**config.mk**
```make
export PLATFORM = sky130hd
export DESIGN_NAME = io_window_router_flat
export DESIGN_NICKNAME = d
export VERILOG_FILES = /design/src/rtl/raisin64_map_pkg.sv /design/src/rtl/io_window_router_if.sv /design/src/rtl/io_window_decode.sv /design/src/rtl/io_window_router.sv /design/src/flat_wrapper.sv
export SDC_FILE = /design/constraint.sdc
export NUM_CORES = 1
export LEC_CHECK = 0
export CAP_MARGIN = 20
export CORE_UTILIZATION = 30
export DETAILED_ROUTE_END_ITERATION = 10
export HOLD_SLACK_MARGIN = 0.12
export SYNTH_ARGS = -nofsm -noshare
export SYNTH_HDL_FRONTEND = slang
export SYNTH_SLANG_ARGS = --single-unit
```
**constraint.sdc**
```tcl
create_clock -name clk -period 2.9 [get_ports clk]
set_input_delay 0.58 -clock clk [delete_from_list [all_inputs] [get_ports clk]]
set_output_delay 0.58 -clock clk [all_outputs]
set_load 0.1 [all_outputs]
```
**src/rtl/raisin64_map_pkg.sv**
```systemverilog
// Shared definitions for the Raisin64 IO region map.
// Holds the window indices of the fixed peripherals (addr[47:WIN_LSB]),
// the default window granularity and the router state encoding.
package raisin64_map_pkg;

    // Default window granularity: 16 KiB windows.
    localparam int RAISIN_WIN_LSB = 14;
    localparam int RAISIN_IDX_W   = 48 - RAISIN_WIN_LSB;

    // Window indices of the IO peripherals (bit 33 set = upper/IO half).
    localparam logic [RAISIN_IDX_W-1:0] IO_IDX_LED = 34'h2_0000_0001;
    localparam logic [RAISIN_IDX_W-1:0] IO_IDX_SW  = 34'h2_0000_0002;
    localparam logic [RAISIN_IDX_W-1:0] IO_IDX_VGA = 34'h2_0000_0003;
    localparam logic [RAISIN_IDX_W-1:0] IO_IDX_EXT = 34'h2_0000_0004;

    typedef enum logic [1:0] {
        IDLE   = 2'd0,
        DECODE = 2'd1,
        ACCESS = 2'd2,
        RESP   = 2'd3
    } router_state_t;

endpackage

```
**src/rtl/io_window_router_if.sv**
```systemverilog
// Master-side request/response bus of the IO window router.
// master modport: the bus initiator (CPU side).
// slave  modport: the router, which consumes requests and returns completions.
interface io_window_router_if #(
    parameter int DATA_W = 64
);
    logic              m_req;
    logic              m_we;
    logic [63:0]       m_addr;
    logic [DATA_W-1:0] m_wdata;
    logic              m_ack;
    logic              m_err;
    logic [DATA_W-1:0] m_rdata;

    modport master (
        output m_req, m_we, m_addr, m_wdata,
        input  m_ack, m_err, m_rdata
    );

    modport slave (
        input  m_req, m_we, m_addr, m_wdata,
        output m_ack, m_err, m_rdata
    );
endinterface

```
**src/rtl/io_window_decode.sv**
```systemverilog
// Purely combinational IO window decoder.
// Ports:
//   addr       in  64          byte address
//   hit_onehot out NUM_SLAVES  matching window, lowest index wins on overlap
//   canon      out 1           addr[63:48] sign-extends addr[47]
//   io         out 1           address lies in the IO (upper) half
module io_window_decode
    import raisin64_map_pkg::*;
#(
    parameter int NUM_SLAVES = 4,
    parameter int WIN_LSB    = RAISIN_WIN_LSB,
    parameter logic [NUM_SLAVES*(48-WIN_LSB)-1:0] BASES = '0
) (
    input  logic [63:0]           addr,
    output logic [NUM_SLAVES-1:0] hit_onehot,
    output logic                  canon,
    output logic                  io
);
    localparam int IDX_W = 48 - WIN_LSB;

    logic [NUM_SLAVES-1:0] raw_hit;
    logic [NUM_SLAVES-1:0] lower_hit;   // any lower-index window also hit

    assign canon = (addr[63:48] == {16{addr[47]}});
    assign io    = addr[47];

    generate
        for (genvar gi = 0; gi < NUM_SLAVES; gi++) begin : g_cmp
            assign raw_hit[gi] = (addr[47:WIN_LSB] == BASES[gi*IDX_W +: IDX_W]);
        end
    endgenerate

    assign lower_hit[0] = 1'b0;
    generate
        for (genvar gi = 1; gi < NUM_SLAVES; gi++) begin : g_prio
            assign lower_hit[gi] = lower_hit[gi-1] | raw_hit[gi-1];
        end
    endgenerate

    assign hit_onehot = raw_hit & ~lower_hit;

endmodule

```
**src/rtl/io_window_router.sv**
```systemverilog
// Registered IO window router for the Raisin64 IO region.
// Accepts one master request at a time, validates and decodes the address
// against NUM_SLAVES window bases, forwards to the selected peripheral and
// returns its data, or a bus error (bad address / peripheral timeout).
// Ports:
//   clk, rst_n  clock, async active-low reset
//   bus         master request/response bus (slave modport)
//   s_req       one-hot peripheral request
//   s_we/s_addr/s_wdata  registered request fields (s_addr = offset in window)
//   s_ack       per-peripheral completion, s_rdata flattened read data
//   busy        router is not idle
module io_window_router
    import raisin64_map_pkg::*;
#(
    parameter int NUM_SLAVES = 4,
    parameter int DATA_W     = 64,
    parameter int WIN_LSB    = RAISIN_WIN_LSB,
    parameter logic [NUM_SLAVES*(48-WIN_LSB)-1:0] BASES =
        {IO_IDX_EXT, IO_IDX_VGA, IO_IDX_SW, IO_IDX_LED},
    parameter int TIMEOUT    = 255
) (
    input  logic                         clk,
    input  logic                         rst_n,
    io_window_router_if.slave            bus,
    output logic [NUM_SLAVES-1:0]        s_req,
    output logic                         s_we,
    output logic [WIN_LSB-1:0]           s_addr,
    output logic [DATA_W-1:0]            s_wdata,
    input  logic [NUM_SLAVES-1:0]        s_ack,
    input  logic [NUM_SLAVES*DATA_W-1:0] s_rdata,
    output logic                         busy
);
    // Last ACCESS cycle index before giving up on the peripheral.
    localparam logic [15:0] TO_LAST = 16'(TIMEOUT - 1);

    router_state_t state_reg, state_next;

    logic                  we_reg;
    logic [63:0]           addr_reg;
    logic [DATA_W-1:0]     wdata_reg;
    logic [NUM_SLAVES-1:0] s_req_reg;
    logic                  s_we_reg;
    logic [WIN_LSB-1:0]    s_addr_reg;
    logic [DATA_W-1:0]     s_wdata_reg;
    logic [15:0]           cnt_reg;
    logic                  err_reg;
    logic [DATA_W-1:0]     rdata_reg;

    logic [NUM_SLAVES-1:0] hit_onehot;
    logic                  canon;
    logic                  io;
    logic                  decode_ok;
    logic                  ack_sel;
    logic [DATA_W-1:0]     sel_rdata;

    io_window_decode #(
        .NUM_SLAVES (NUM_SLAVES),
        .WIN_LSB    (WIN_LSB),
        .BASES      (BASES)
    ) u_decode (
        .addr       (addr_reg),
        .hit_onehot (hit_onehot),
        .canon      (canon),
        .io         (io)
    );

    assign decode_ok = canon & io & (|hit_onehot);

    // s_req_reg doubles as the selection: acks from other slaves are masked.
    assign ack_sel = |(s_ack & s_req_reg);

    always_comb begin
        sel_rdata = '0;
        for (int i = 0; i < NUM_SLAVES; i++) begin
            if (s_req_reg[i]) begin
                sel_rdata = sel_rdata | s_rdata[i*DATA_W +: DATA_W];
            end
        end
    end

    // Next-state logic
    always_comb begin
        state_next = state_reg;
        case (state_reg)
            IDLE:    if (bus.m_req) state_next = DECODE;
            DECODE:  state_next = decode_ok ? ACCESS : RESP;
            ACCESS:  if (ack_sel || (cnt_reg == TO_LAST)) state_next = RESP;
            RESP:    state_next = IDLE;
            default: state_next = IDLE;
        endcase
    end

    always_ff @(posedge clk or negedge rst_n) begin
        if (!rst_n) begin
            state_reg <= IDLE;
        end else begin
            state_reg <= state_next;
        end
    end

    // Datapath registers
    always_ff @(posedge clk or negedge rst_n) begin
        if (!rst_n) begin
            we_reg      <= 1'b0;
            addr_reg    <= '0;
            wdata_reg   <= '0;
            s_req_reg   <= '0;
            s_we_reg    <= 1'b0;
            s_addr_reg  <= '0;
            s_wdata_reg <= '0;
            cnt_reg     <= '0;
            err_reg     <= 1'b0;
            rdata_reg   <= '0;
        end else begin
            case (state_reg)
                IDLE: begin
                    if (bus.m_req) begin
                        we_reg    <= bus.m_we;
                        addr_reg  <= bus.m_addr;
                        wdata_reg <= bus.m_wdata;
                    end
                end
                DECODE: begin
                    if (decode_ok) begin
                        s_req_reg   <= hit_onehot;
                        s_addr_reg  <= addr_reg[WIN_LSB-1:0];
                        s_we_reg    <= we_reg;
                        s_wdata_reg <= wdata_reg;
                        cnt_reg     <= '0;
                    end else begin
                        // Request fields are not forwarded on error paths.
                        err_reg   <= 1'b1;
                        rdata_reg <= '0;
                    end
                end
                ACCESS: begin
                    if (ack_sel) begin
                        rdata_reg <= sel_rdata;
                        err_reg   <= 1'b0;
                        s_req_reg <= '0;
                    end else if (cnt_reg == TO_LAST) begin
                        rdata_reg <= '0;
                        err_reg   <= 1'b1;
                        s_req_reg <= '0;
                    end else begin
                        cnt_reg <= cnt_reg + 16'd1;
                    end
                end
                default: ;
            endcase
        end
    end

    assign s_req       = s_req_reg;
    assign s_we        = s_we_reg;
    assign s_addr      = s_addr_reg;
    assign s_wdata     = s_wdata_reg;
    assign busy        = (state_reg != IDLE);
    assign bus.m_ack   = (state_reg == RESP);
    assign bus.m_err   = (state_reg == RESP) & err_reg;
    assign bus.m_rdata = rdata_reg;

endmodule
```
**src/flat_wrapper.sv**
```systemverilog
// flat-port wrapper written by rule: the top's interface ports become plain ports
module io_window_router_flat import raisin64_map_pkg::*;
#(
    parameter int NUM_SLAVES = 4,
    parameter int DATA_W     = 64,
    parameter int WIN_LSB    = RAISIN_WIN_LSB,
    parameter logic [NUM_SLAVES*(48-WIN_LSB)-1:0] BASES =
        {IO_IDX_EXT, IO_IDX_VGA, IO_IDX_SW, IO_IDX_LED},
    parameter int TIMEOUT    = 255
)
  (clk, rst_n, s_req, s_we, s_addr, s_wdata, s_ack, s_rdata, busy, bus_m_req, bus_m_we, bus_m_addr, bus_m_wdata, bus_m_ack, bus_m_err, bus_m_rdata);
  io_window_router_if #(.DATA_W(DATA_W)) bus_i ();
  input  logic clk;
  input  logic rst_n;
  output logic [NUM_SLAVES-1:0] s_req;
  output logic s_we;
  output logic [WIN_LSB-1:0] s_addr;
  output logic [DATA_W-1:0] s_wdata;
  input  logic [NUM_SLAVES-1:0] s_ack;
  input  logic [NUM_SLAVES*DATA_W-1:0] s_rdata;
  output logic busy;
  input wire logic [$bits(bus_i.m_req)-1:0] bus_m_req;
  input wire logic [$bits(bus_i.m_we)-1:0] bus_m_we;
  input wire logic [$bits(bus_i.m_addr)-1:0] bus_m_addr;
  input wire logic [$bits(bus_i.m_wdata)-1:0] bus_m_wdata;
  output wire logic [$bits(bus_i.m_ack)-1:0] bus_m_ack;
  output wire logic [$bits(bus_i.m_err)-1:0] bus_m_err;
  output wire logic [$bits(bus_i.m_rdata)-1:0] bus_m_rdata;
  assign bus_i.m_req = bus_m_req;
  assign bus_i.m_we = bus_m_we;
  assign bus_i.m_addr = bus_m_addr;
  assign bus_i.m_wdata = bus_m_wdata;
  assign bus_m_ack = bus_i.m_ack;
  assign bus_m_err = bus_i.m_err;
  assign bus_m_rdata = bus_i.m_rdata;
  io_window_router #(.NUM_SLAVES(NUM_SLAVES), .DATA_W(DATA_W), .WIN_LSB(WIN_LSB), .BASES(BASES), .TIMEOUT(TIMEOUT)) u_core (.clk(clk), .rst_n(rst_n), .bus(bus_i), .s_req(s_req), .s_we(s_we), .s_addr(s_addr), .s_wdata(s_wdata), .s_ack(s_ack), .s_rdata(s_rdata), .busy(busy));
endmodule
```
==> metrics, run 1 <==
initial antenna violation count 19; Final setup viols 0; io pins ~540; drt first pass iters 4; Initial Util 0.305; most frequent cells in the layout 390 x clkdlybuf4s50_1, 291 x dfrtp_1, 200 x mux2_2, 172 x buf_4; YS warnings 0; Synthesized Nets 1318; WL met3 4320 microns; f_max about 0.40 GHz; postcts setup bufs 0; grt total ovfl 0; minimum clock period roughly 2500 ps; DR iter-0 viols roughly 640; share of cells above drive strength 1 0.311; Yosys reg bits 295; number of enable flip-flop cells after synthesis 0; worst path required time approximately 2300 ps; Post-Syn Instances about 900; Layout Nets 1857; Mean Syn Cell Area approximately 14 sq um; Max Cap Viol 0; crit start category flip-flop; DRC violations left 0; Rows 75; Syn Std Cell Area around 0.013 sq mm; Placement Setup Slack approximately 260 ps; status complete, no violations; leakage between 8 and 9 nW; clk sink count 295; vias in the first global route 11100; Synth-to-Final Area Change 53.7%; Hold Crit Class reg -> reg; wire length per cell between 20 and 25 microns; Worst EP arrival around 1900 ps; endpoints failing hold 0; total CTS buffers 34; Worst path max stage delay about 530 ps; async set-or-reset flop fraction in the synthesized netlist 1.00; die extent in y roughly 210 microns; Final TNS setup 0 ps; max-slew violation count 0; hpwl dp ~35000 microns; Design Power about 13 mW; most common cell type on the critical path buf_4; Worst setup EP type primary output; Total GRT Usage 0.211; worst skew pair latency 540 ps; most common cell after layout, fill and taps aside clkdlybuf4s50_1; metal2 WL 22100 microns; peak supply drop between 0.0007 and 0.0008 V; RSZ-0062 raised after global routing false; largest net degree at the start of global routing between 80 and 90; worst slew pin tran roughly 700 ps; Routed Antenna Nets 0; CP cell instances buf_4 > buf_4; first-pass GRT wire length around 70000 microns; root buf cell clkbuf_16; Bufs and invs on worst path 2; Post-Route M1 WL approximately 18000 microns; critical path's slowest cell buf_4; Synth Flop Type dfrtp_1; worst setup margin ~400 ps; RD Place Congestion between 0.9 and 1; crit-path leading delay family buffers and inverters; hold_buf cts 1; Rel. slew slack 0.533; PortBufs 541; post-synthesis sequential area ratio 0.576; Routed WL ~47000 microns; kind of critical path reg -> out; Die Width approximately 210 microns; worst-path fanout max 55; Clock transition at path regs ~50 ps; DR vias between 10000 and 15000; core outline area between 0.04 and 0.05 sq mm; Yosys cell types 50; Longest Clk Path Bufs 3; CTS tree done; period utilization 0.861; clock skew 15.3 ps; DIE AREA roughly 0.044 sq mm; PwrDens approximately 660 mW/mm^2; post-CTS sizing 0; H-tree levels 2; vias per cell ~5.1; final core occ 0.469; Top Metal Used met5
## per-stage QoR
stage / hold WS, ps / cells / cell area (sq um)
2_1_floorplan: 284 / 919 / 12800
3_3_place_gp: 472 / 1960 / 18600
3_5_place_dp: 477 / 1960 / 18600
4_1_cts: 487 / 2015 / 19700
5_1_grt: 501 / 2027 / 19700
6_report: 490 / 2029 / 19700
## routing by layer
| layer | GRT usage | vias up |
|---|---|---|
| met5 | 0 | - |
| met4 | 0.100 | 10 |
| met3 | 0.0795 | 80 |
| met2 | 0.340 | 389 |
| met1 | 0.248 | 5240 |
| li1 | - | 4686 |
## cell usage after synthesis, types with 2 or more instances
master / n / area (sq um)
nand3_1: 13 / 65.1
buf_2: 18 / 90.1
and4_1: 2 / 17.5
buf_1: 7 / 26.3
nand4_1: 12 / 75.1
nand2_1: 11 / 41.3
mux2_2: 200 / 2250
dfrtp_1: 295 / 7380
nor3_1: 3 / 15.0
and3_1: 10 / 62.6
a22o_1: 64 / 561
nor2_1: 5 / 18.8
buf_4: 6 / 45.0
clkbuf_1: 39 / 146
a32o_1: 2 / 20.0
a22oi_1: 2 / 15.0
o211ai_1: 2 / 15.0
a211o_1: 6 / 52.6
a311o_1: 6 / 60.1
and2_1: 2 / 12.5
or4_1: 4 / 30.0
buf_6: 2 / 22.5
o2bb2ai_1: 64 / 561
o31ai_1: 3 / 22.5
inv_1: 13 / 48.8
nor4_1: 21 / 131
a221oi_1: 64 / 561
ha_1: 7 / 87.6
and2_0: 6 / 37.5
mux2_4: 10 / 150
## area by class of cell
| class | count | area (sq um) |
|---|---|---|
| clock buffers | 45 | 962 |
| multi-input cells | 539 | 5090 |
| repair buffers | 575 | 5440 |
| inverters | 13 | 48.8 |
| fillers | 3821 | 22300 |
| well taps | 539 | 674 |
| flip-flops and latches | 295 | 7390 |
| diodes | 14 | 35.0 |
| clock inverters | 9 | 75.1 |
## cell families after synthesis
kind of cell	share of synthesized area
DFF	0.576
xor gates and xnor gates	0.00127
and+or+nand+nor	0.0472
AOI/OAI and AO/OA	0.151
buffers and inverters	0.0296
adders and majority gates	0.00683
muxes	0.188
## path summary, 6_finish.rpt
| check | slack [ps] | to | start | cells after the start |
|---|---|---|---|---|
| min | 490 | u_core.bus.m_rdata[55]$_DFFE_PN0P_ | u_core.bus.m_rdata[55]$_DFFE_PN0P_ | 1 |
| max | 400 | s_req[2] | u_core.s_req[2]$_DFFE_PN0P_ | 2 |
| min in group asynchronous | 640 | u_core.bus.m_rdata[4]$_DFFE_PN0P_ | rst_n | 2 |
| max reg2reg | 580 | u_core.cnt_reg[12]$_DFFE_PN0P_ | u_core.state_reg[0]$_DFFE_PN0P_ | 7 |
| max in group asynchronous | 1450 | u_core.addr_reg[10]$_DFFE_PN0P_ | rst_n | 3 |
| min reg2reg | 490 | u_core.bus.m_rdata[55]$_DFFE_PN0P_ | u_core.bus.m_rdata[55]$_DFFE_PN0P_ | 1 |
## power by group
group          switching (mW)  internal (mW)  leakage (nW)
registers               0.529           5.09          3.83
logic                    1.63           1.79          4.37
clock network            1.71           2.33         0.518
total                    3.87           9.21          8.72
No activity file was read; power rests on OpenSTA's default activity.
==> run 2: changes to the inputs <==
--- a/config.mk
+++ b/config.mk
@@ -6,8 +6,10 @@
 export NUM_CORES = 1
 export LEC_CHECK = 0
 export CAP_MARGIN = 20
-export CORE_UTILIZATION = 30
+export CORE_AREA = 2 2 210 212
+export CTS_CLUSTER_SIZE = 24
 export DETAILED_ROUTE_END_ITERATION = 10
+export DIE_AREA = 0 0 212 214
 export HOLD_SLACK_MARGIN = 0.12
 export SYNTH_ARGS = -nofsm -noshare
 export SYNTH_HDL_FRONTEND = slang
==> run 2 against run 1 <==
  * Clock skew up 8.5 ps
  * Die area up 4.1%
  * Critical endpoint is now u_core.cnt_reg[12]$_DFFE_PN0P_
  * Hold slack worse by 3.1 ps
  * Critical path depth up 6
  * Worst setup slack worse by 180 ps
==> metrics, run 2 (same netlist as run 1, synthesis figures left out) <==
period utilization 0.923 (+0.0618); most frequent cells in the layout 390 x clkdlybuf4s50_1, 291 x dfrtp_1, 200 x mux2_2, 169 x buf_4; Layout fillers 3895 (+1.9%); Reg2Reg Launch Point u_core.addr_reg[21]$_DFFE_PN0P_; clock skew 23.8 ps (+8.53 ps); kind of critical path reg -> reg; initial antenna violation count 23 (+4); Total GRT Usage 0.211 (+0.000328); Routed WL 48900 microns (+4.8%); most common cell type on the critical path buf_4; Worst EP arrival 3100 ps (+1180 ps); H-tree levels 2 (unchanged); Bufs and invs on worst path 2 (unchanged); final core occ 0.469 (about the same); Max Cap Viol 0 (unchanged); Longest Clk Path Bufs 3 (unchanged); Worst setup EP type flip-flop; Rows 76 (+1.3%); part of the power in registers 0.405 (-0.024); Final setup viols 0 (unchanged); worst slew pin tran 593 ps (-107 ps); RD Place Congestion 0.963 (+4.0%); vias per cell 5.02 (-2.1%); vias in the first global route 11100 (-0.20%); GR Layer Usage met1 0.247 (-0.00128); R2R Path End u_core.cnt_reg[12]$_DFFE_PN0P_; Comb pwr share 0.257 (-0.005); share of cells above drive strength 1 0.316 (+0.00488); P_int 9.87 mW (+7.1%); total CTS buffers 36 (+5.9%); DRC violations left 0 (unchanged); Die Width 212 microns (+1.6%); root buf cell clkbuf_16; worst-path fanout max 14 (-75%); endpoints failing hold 0 (unchanged); PortBufs 541 (unchanged); Design Power 13.9 mW (+6.5%); Clock transition at path regs 60 ps (about the same); Synth-to-Final Area Change 56.8%; critical path's slowest cell nor4_1; leakage 8.87 nW (+1.7%); crit start category flip-flop; DR vias 10500 (+0.69%); Rel. slew slack 0.602 (+0.0690); sequential cell area 0.00739 sq mm (unchanged); Layout Nets 1862 (+0.27%); met3 global-route usage 0.0894 (+0.00993); post-CTS sizing 0 (unchanged); first-pass GRT wire length 71800 microns (+3.1%); sw frac 0.291 (-0.00445); Routed Antenna Nets 0 (unchanged); io pins 542 (unchanged); worst skew pair latency 550 ps (about the same); wire length per cell 23.4 microns (+1.9%); Worst path max stage delay 520 ps (about the same); minimum clock period 2680 ps (+179 ps); clk sink count 295 (unchanged); worst path required time 3320 ps (+1000 ps); Initial Util 0.299 (-0.00602); status complete, no violations; FF-to-FF path depth 8 (+1); max-slew violation count 0 (unchanged); f_max 0.374 GHz (-6.7%); core outline area 0.0429 sq mm (+2.0%); most common cell after layout, fill and taps aside clkdlybuf4s50_1; met2 Use GR 0.339 (-0.00142); RSZ-0062 raised after global routing false; drt first pass iters 5 (+1); Clk pwr share 0.339 (+0.030); CP startpoint u_core.addr_reg[21]$_DFFE_PN0P_; Placed Instance Area 0.0188 sq mm (+0.87%); Worst path depth 8 (+6); PwrDens 693 mW/mm^2 (+4.4%); P_sw 4.06 mW (+4.9%); design area 0.0201 sq mm (+2.0%); multi-input logic area 0.00510 sq mm (+0.15%); DR iter-0 viols 705 (+11%); crit-path leading delay family simple AND/OR/NAND/NOR gates; Setup crit end u_core.cnt_reg[12]$_DFFE_PN0P_; gr busiest metal met2; Hold Crit Class reg -> reg; largest net degree at the start of global routing 70 (-14%); Final TNS setup 0 ps (unchanged); peak supply drop 0.000512 V (-28%); CP cell instances nor4_1 > nand4_1 > nor2_1 > buf_4 > a41oi_2 > buf_4 > and2_0 > a311o_1; R2R Setup Slk 220 ps (-360 ps); final hold slack 487 ps (-3.09 ps); CTS tree done; grt total ovfl 0 (unchanged); hpwl dp 37100 microns (+6.3%); die extent in y 214 microns (+2.5%); DIE AREA 0.0454 sq mm (+4.1%)
[run 2: changes by cell type in the layout (fill, tap and decap cells not counted), moves of 3 or more]
cell	previous run	this run
buf_12	11	17
buf_4	172	169
bufinv_16	0	3
clkbuf_16	34	37
clkbuf_8	7	11
clkinv_2	6	2
[run 2: what timing repair did]
| item | CTS | global route |
|---|---|---|
| setup buffers | 0 | 0 |
| hold endpoints to repair | 61 | 0 |
| hold buffers | 1 | 0 |
[run 2: cell type report]
class / instances / share of cell area
clock buffer: 53 / 0.0545
multi-input combinational: 539 / 0.254
tap: 585 / 0.0364
antenna: 14 / 0.00174
clock inverter: 10 / 0.00852
timing repair buffer: 578 / 0.275
sequential: 295 / 0.367
inverter: 13 / 0.00243
[run 2: layer usage]
layer  share of wire  routed length, microns  up-vias
met3            0.10                    5100       87
met1            0.39                   19000     5242
met2            0.47                   23000      419
met5          0.0024                     117        -
met4           0.033                    1590       18
li1                -                       -     4711
[run 2: power by group through the flow]
stage	clock, mW	combinational, mW	sequential [mW]
6_report	4.72	3.58	5.64
5_1_grt	5.02	3.87	5.76
4_1_cts	4.85	3.62	5.65
3_5_place_dp	0	3.60	5.72
3_3_place_gp	0	3.50	5.66
2_1_floorplan	0	2.27	5.51
[run 2: metrics by stage]
step | std cells | worst slack, ps
4_1_cts | 2073 | 183
5_1_grt | 2085 | 85.1
6_report | 2087 | 223
3_5_place_dp | 2009 | 202
2_1_floorplan | 919 | 253
3_3_place_gp | 2009 | 224
[run 2: worst min-delay path by stage]
stage	startpoint	to	slack, ps	cells past startpoint
finish	u_core.bus.m_rdata[37]$_DFFE_PN0P_	u_core.bus.m_rdata[37]$_DFFE_PN0P_	490	1
global placement	u_core.bus.m_rdata[33]$_DFFE_PN0P_	u_core.bus.m_rdata[33]$_DFFE_PN0P_	470	1
global route	u_core.bus.m_rdata[18]$_DFFE_PN0P_	u_core.bus.m_rdata[18]$_DFFE_PN0P_	500	1
CTS	u_core.bus.m_rdata[37]$_DFFE_PN0P_	u_core.bus.m_rdata[37]$_DFFE_PN0P_	490	1
detailed placement	u_core.bus.m_rdata[37]$_DFFE_PN0P_	u_core.bus.m_rdata[37]$_DFFE_PN0P_	470	1
floorplan	rst_n	u_core.addr_reg[0]$_DFFE_PN0P_	280	0
==> run 3: changes to the inputs <==
--- a/config.mk
+++ b/config.mk
@@ -10,7 +10,6 @@
 export CTS_CLUSTER_SIZE = 24
 export DETAILED_ROUTE_END_ITERATION = 10
 export DIE_AREA = 0 0 212 214
-export HOLD_SLACK_MARGIN = 0.12
 export SYNTH_ARGS = -nofsm -noshare
 export SYNTH_HDL_FRONTEND = slang
 export SYNTH_SLANG_ARGS = --single-unit
==> results of run 3 <==
Same layout as run 2: the final DEF is identical, and so are final timing and power.
